### config.mk
export PLATFORM = sky130hd
export DESIGN_NAME = fifo_stream_reader
export DESIGN_NICKNAME = d
export VERILOG_FILES = /design/src/rtl/fifo_pkg.sv /design/src/rtl/stream_buf2.sv /design/src/rtl/fifo_stream_reader.sv
export SDC_FILE = /design/constraint.sdc
export NUM_CORES = 1
export LEC_CHECK = 0
export BUFFER_PORTS_ARGS = -buffer_cell sky130_fd_sc_hd__clkbuf_2
export CAP_MARGIN = 20
export CORE_AREA = 2 2 78 80
export CTS_BUF_LIST = sky130_fd_sc_hd__clkbuf_8
export CTS_CLUSTER_SIZE = 10
export DETAILED_ROUTE_END_ITERATION = 8
export DIE_AREA = 0 0 80 82
export GPL_ROUTABILITY_DRIVEN = 0
export HOLD_SLACK_MARGIN = 0.03
export PLACE_DENSITY = 0.48
export SYNTH_ARGS = -nofsm -noshare
export SYNTH_HDL_FRONTEND = slang
export SYNTH_SLANG_ARGS = --single-unit
### constraint.sdc
create_clock -name clk -period 2.5 [get_ports clk]
set_input_delay 0.5 -clock clk [delete_from_list [all_inputs] [get_ports clk]]
set_output_delay 0.5 -clock clk [all_outputs]
set_load 0.02 [all_outputs]
### src/rtl/fifo_pkg.sv
// Shared constants and word type for the synchronous FIFO, its stream reader
// and the benches that drive them.
package fifo_pkg;
  localparam int DEF_DATA_WIDTH = 8;
  localparam int FIFO_DEPTH     = 16;

  typedef logic [DEF_DATA_WIDTH-1:0] word_t;
endpackage

### src/rtl/stream_buf2.sv
// Two-entry ordered buffer feeding the stream output.
// Ports:
//   clk, rst_n       clock, async active-low reset
//   push, push_data  append a word at the tail
//   pop              drop the head word
//   clear            discard all entries (wins over push/pop)
//   head             oldest word (slot 0)
//   cnt              number of valid entries, 0..2
// Slot 0 always holds the head, so head is a plain register output and stays
// stable while nothing is popped.
module stream_buf2
  import fifo_pkg::*;
#(
  parameter int W = DEF_DATA_WIDTH
) (
  input  logic         clk,
  input  logic         rst_n,
  input  logic         push,
  input  logic [W-1:0] push_data,
  input  logic         pop,
  input  logic         clear,
  output logic [W-1:0] head,
  output logic [1:0]   cnt
);

  logic [W-1:0] e0, e1;

  assign head = e0;

  always_ff @(posedge clk or negedge rst_n) begin
    if (!rst_n) begin
      e0  <= '0;
      e1  <= '0;
      cnt <= 2'd0;
    end else if (clear) begin
      cnt <= 2'd0;
    end else begin
      unique case ({push, pop})
        2'b10: begin
          if (cnt == 2'd0) e0 <= push_data;
          else             e1 <= push_data;
          cnt <= cnt + 2'd1;
        end
        2'b01: begin
          e0  <= e1;
          cnt <= cnt - 2'd1;
        end
        2'b11: begin
          // Head leaves and the new word lands behind whatever remains.
          if (cnt == 2'd2) begin
            e0 <= e1;
            e1 <= push_data;
          end else begin
            e0 <= push_data;
          end
        end
        default: ;
      endcase
    end
  end

endmodule

### src/rtl/fifo_stream_reader.sv
// Read-side engine for the synchronous FIFO: drains it into a valid/ready
// stream at up to one word per cycle, hiding the FIFO's one-cycle read latency
// with a two-entry prefetch buffer.
// Ports:
//   clk, rst_n     clock, async active-low reset
//   fifo_rd_en     read request to the FIFO
//   fifo_rd_data   FIFO data, valid the cycle after an accepted read
//   fifo_empty     FIFO empty flag
//   m_valid/m_data/m_ready   output stream
//   flush          drop buffered and in-flight words this cycle
//   word_cnt       stream transfers since reset (wraps)
module fifo_stream_reader
  import fifo_pkg::*;
#(
  parameter int DATA_WIDTH = DEF_DATA_WIDTH,
  parameter int CNT_WIDTH  = 16
) (
  input  logic                  clk,
  input  logic                  rst_n,
  output logic                  fifo_rd_en,
  input  logic [DATA_WIDTH-1:0] fifo_rd_data,
  input  logic                  fifo_empty,
  output logic                  m_valid,
  output logic [DATA_WIDTH-1:0] m_data,
  input  logic                  m_ready,
  input  logic                  flush,
  output logic [CNT_WIDTH-1:0]  word_cnt
);

  logic [1:0] buf_cnt;
  logic       inflight;
  logic       pop;
  logic       capture;
  logic [2:0] occ;

  assign m_valid = (buf_cnt != 2'd0) && !flush;
  assign pop     = m_valid && m_ready;

  // Slots committed after this edge: held words plus the one arriving, minus
  // the one leaving. Never negative since pop implies buf_cnt >= 1.
  assign occ = {1'b0, buf_cnt} + {2'b0, inflight} - {2'b0, pop};

  // rst_n gates the request so it drops the instant reset asserts, even if
  // the FIFO still reports data.
  assign fifo_rd_en = rst_n && !fifo_empty && !flush && (occ < 3'd2);

  assign capture = inflight && !flush;

  stream_buf2 #(.W(DATA_WIDTH)) u_buf (
    .clk      (clk),
    .rst_n    (rst_n),
    .push     (capture),
    .push_data(fifo_rd_data),
    .pop      (pop),
    .clear    (flush),
    .head     (m_data),
    .cnt      (buf_cnt)
  );

  always_ff @(posedge clk or negedge rst_n) begin
    if (!rst_n) begin
      inflight <= 1'b0;
      word_cnt <= '0;
    end else begin
      inflight <= fifo_rd_en;
      if (pop) word_cnt <= word_cnt + CNT_WIDTH'(1);
    end
  end

  // The issue rule keeps buf_cnt + inflight <= 2, so a capture never meets a
  // full buffer unless the head leaves on the same edge.
  a_no_overflow : assert property (@(posedge clk) disable iff (!rst_n)
    !(capture && buf_cnt == 2'd2 && !pop));

endmodule

After elaboration in Yosys (flattened, before gate mapping):

Index checks and enable logic that the tools add are counted.

* memory bits (read-only): 0
* bits in latches: 0
* output and inout port bits: 26
* bits of input ports: 13
* register bits after elaboration: 35
* logic and storage cells: 42
* memories: 0
* memory bits (writable): 0

* magnitude comparators: 1
* add/sub/neg operators: 5
* eq/ne operators: 7
* reductions and logical operators: 15
* div/mod/pow operators: 0
* mux-type cells: 8
* shift-type cells: 0
* bitwise logic cells: 1
* multiply operators: 0

Operators with widths (count)
* $mux 8: 4
* $pmux 8 s3: 1
* $add 16x1->16 const B: 1
* $pmux 8 s2: 1
* $eq 2x2->1 const B: 3
* $logic_and 1x1->1: 6
* $reduce_bool 3->1: 2
* $ne 2x1->1 const B: 2
* $pmux 2 s2: 1
* $reduce_and 4->1: 1
* $reduce_bool 2->1: 2
* $add 2x1->3: 1
* $lt 3x2->1 const B: 1
* $reduce_and 3->1: 1
* $sub 3x1->3: 1
* $add 2x1->2 const B: 1
* $eq 2x1->1 const B: 1
* $logic_not 1->1: 2
* $logic_not 2->1: 1
* $mux 2: 1
* $ne 2x2->1 const B: 1
* $sub 2x1->2 const B: 1
* $not 1->1: 1

Longest topological paths before layout:

* depth in word-level cells: 6
* depth in mapped cells: 7
* depth with buffers taken out: 6

Modules after synthesis:

A second synthesis with hierarchy kept.

* cells, all modules: 144
* area total of the unflattened synthesis: 1705.4 sq um

Modules (own cells, without submodules)
* fifo_stream_reader: instances 1, cells each 77, area an instance 868.3 sq um, sequential area each 425.4 sq um
* stream_buf2: instances 1, cells each 67, area an instance 837.1 sq um, sequential area each 450.4 sq um

Worst setup path after synthesis:

OpenSTA, ideal clock, no wires.

* kind: input to output
* start: in m_ready
* end: out fifo_rd_en
* path slack: -0.477 ns
* required time: 2.000 ns
* stages: 7
* arrival: 2.477 ns
* cell sequence: buf_4 -> and4bb_2 -> a21oi_1 -> or2b_1 -> fa_1 -> nand2_1 -> nor4_1

* longest elaborated chain between the ends: 4

Ends and longest elaborated chain
* start: declaration: RTL line fifo_stream_reader.sv:25 `input logic m_ready,`
* $logic_and 1x1->1: RTL line fifo_stream_reader.sv:37 `assign pop = m_valid && m_ready;`
* $sub 3x1->3: RTL line fifo_stream_reader.sv:41 `assign occ = {1'b0, buf_cnt} + {2'b0, inflight} - {2'b0, pop};`
* $lt 3x2->1: RTL line fifo_stream_reader.sv:45 `assign fifo_rd_en = rst_n && !fifo_empty && !flush && (occ < 3'd2);`
* $logic_and 1x1->1: RTL line fifo_stream_reader.sv:45
* end: declaration: RTL line fifo_stream_reader.sv:20 `output logic fifo_rd_en,`

Every way passes these cells.

Worst setup path in the final report:

* start: reg u_buf.cnt[0]
* end: out fifo_rd_en

* longest elaborated chain between the ends: 6
* elaborated cells on any way between the ends: 7

Ends and longest elaborated chain
* start: declaration: RTL line stream_buf2.sv:23 `output logic [1:0] cnt`
* start signal: assignment: RTL line stream_buf2.sv:42 `cnt <= cnt + 2'd1;`
* start signal: assignment: RTL line stream_buf2.sv:46 `cnt <= cnt - 2'd1;`
* branches (longest 3 deep; another with $add 2x1->3)
* $sub 3x1->3 *: RTL line fifo_stream_reader.sv:41
* $lt 3x2->1 *: RTL line fifo_stream_reader.sv:45
* $logic_and 1x1->1 *: RTL line fifo_stream_reader.sv:45

Mark *: on every way between the ends.

==> impl_results.md <==
* Critical Path Start Type: register
* Least-Margin Pin Slew at 0.4563 ns
* Vias in the first global route at 1,301
* Slew headroom at 0.6949
* CTS root buf: clkbuf_8
* Final WS setup at -0.2229 ns
* Overflow after GRT at 0
* R2r setup slk at 0.65 ns
* # clock sinks at 35
* Setup crit end kind: primary output
* Setup Skew at 0.004756 ns
* Placed cell count at 260
* Mapped Avg Cell Area at 12.23 µm²
* CTS tree: yes
* Status: complete, but fails checks
* Final #Nets at 208
* # rows at 28
* Post-synth net total at 156
* Clock Latency Late Sink at 0.28 ns
* Routed wire length per instance at 13.27 µm
* Initial antenna violation count at 0
* I/O Buffers at 38
* Cell Area, Placed at 0.002057 mm²
* Antenna viol nets, final at 0
* # setup viols final at 1
* Most common cell after layout, fill and taps aside: clkbuf_2
* Max Cap Viol at 0
* Initial core utilization at 0.3001
* CTS clock-pin slew for the worst setup and hold paths at 0.07 ns
* DRT Pass-1 Iters at 3
* Crit path arrival time at 2.22 ns
* # DRC at 0
* Drt total wl at 3569 µm
* Layout Cells excl Fill at 269
* Maximum vdd ir drop at 241.2 µV
* Initial DRC count at 65
* PwrDens at 679.5 mW/mm²
* First-pass GRT wire length at 5878 µm
* CP Data Required Time at 2.00 ns
* Synth area leaders: dfrtp_1, mux2_2, mux2i_1, xor2_1, xnor2_1
* Vias at 1,223
* Die Height at 82 µm
* Tmin final at 2.723 ns
* Max Clk Rate at 367.3 MHz
* Post-synthesis instance area at 0.001724 mm²
* Sequential area share after synthesis at 0.5080
* Largest net degree at the start of global routing at 36
* Post-synth cell types at 35
* CTS Buf Count at 5
* #FFs+latches synth at 35
* Share of cells above drive strength 1 at 0.4381
* WS Path Type: register to primary output
* # IOs at 39
* Die width at 80 µm
* Syn Inst Count at 141
* Core area at 0.005746 mm²
* FF-to-FF path depth at 6
* Crit-path max FO at 2
* Worst-case clock buffer depth at 2
* ANT cells at 0
* Final instance area at 0.002191 mm²
* H-tree level count at 2
* Failing checks: negative setup slack
* Yosys top cell by area: dfrtp_1
* Class of the worst hold path: input port to asynchronous set/reset pin
* Area grow syn2layout at 27.07%
* Final hold vios at 0
* Drt via density at 4.546
* Final max-slew violation count at 0
* Crit share post-route at 1.089
* Synth top area share at 0.5080
* Most frequent cells in the layout: clkbuf_2, dfrtp_1, buf_4
* Die area at 0.006560 mm²
* RSZ-0062 raised after global routing: yes
* YS warnings at 0
* HPWL after DPL at 2638 µm
* GRT Total Usage at 0.1168
* Static Leak at 0.001118 µW
## worst max-delay path: stages, from the launching register on
cell and delay [ns]:
dfrtp_1 0.38, and4bb_2 0.31, a21oi_2 0.04, or2b_1 0.23, fa_1 0.49, nand2_2 0.07
nor4_4 0.23, buf_4 0.18
## power breakdown
group	internal [µW]	switching, µW	total (µW)
sequential	635	53.8	689
clock	323	207	530
combinational	111	159	270
total	1070	421	1490
## final timing paths
kind	start	endpoint
max in group asynchronous	rst_n	word_cnt[14]
worst min-delay path	rst_n	inflight
worst min register to register	word_cnt[15]	word_cnt[15]
worst max-delay path	u_buf.cnt[0]	fifo_rd_en
min in group clk	fifo_empty	inflight
worst max register to register	u_buf.cnt[0]	inflight
## registers in the layout, summed over array words and instances, names as in the netlist
| name | flops |
|---|---|
| word_cnt | 16 |
| u_buf.e1 | 8 |
| u_buf.head | 8 |
| u_buf.cnt | 2 |
| inflight | 1 |
## cell usage after synthesis
cell type	instances
a2111oi_0	1
a21oi_1	8
a21oi_2	2
a21oi_4	1
and2_1	1
and3_1	4
and3_4	1
and4_2	1
and4bb_2	1
buf_4	1
buf_6	3
dfrtp_1	35
fa_1	1
ha_1	1
inv_1	6
mux2_2	9
mux2i_1	8
nand2_1	6
nand2b_1	1
nand3_1	4
nand3_4	1
nand4_4	2
nor2_1	11
nor3_1	3
nor3_2	2
nor4_1	1
nor4_2	2
o211ai_2	1
o21ai_0	2
o21ba_2	1
or2b_1	1
or3_1	1
or3b_4	1
xnor2_1	8
xor2_1	9
## cell families after synthesis
logic type,after synthesis,share of synthesized area
flops,35,0.5080
compound gates,16,0.06677
xor+xnor,17,0.08636
simple gates,44,0.1778
fa+ha+maj,2,0.01887
mux,17,0.1052
buf+inv,10,0.03701
## per-stage QoR
stage / utilization / power (µW) / TNS, ns / hold slack, ns / worst slack, ns
detailed placement: 0.3580 / 973.0 / -0.1974 / 0.4631 / -0.1974
CTS: 0.3785 / 1507 / -0.2805 / 0.2788 / -0.2805
global route: 0.3813 / 1572 / -0.3130 / 0.3148 / -0.3130
global placement: 0.3580 / 955.2 / -0.1326 / 0.4612 / -0.1326
finish: 0.3813 / 1489 / -0.2229 / 0.2707 / -0.2229
floorplan: - / 858.0 / -0.1285 / 0.2044 / -0.1285
## layer usage
metal / vias to the layer above / global-route usage / share of wire
li1: 593 / - / -
met1: 595 / 0.1300 / 0.43
met2: 30 / 0.2158 / 0.51
met3: 5 / 0.02857 / 0.050
met4: 0 / 0.04237 / 0.010
met5: - / 0 / 0
## what timing repair did
action	in CTS	in global routing
hold buffers	0	0
setup endpoints to repair	1	1
setup buffers	0	1
gates resized for setup	0	4
## layout make-up
type | instances | area, µm²
Fill cell | 583 | 3555
Sequential cell | 35 | 875.8
Multi-Input combinational cell | 96 | 805.8
Timing Repair Buffer | 49 | 275.3
Tap cell | 75 | 93.84
Clock buffer | 6 | 82.58
Clock inverter | 2 | 35.03
Inverter | 6 | 22.52
Power figures use the tool's default switching activity.
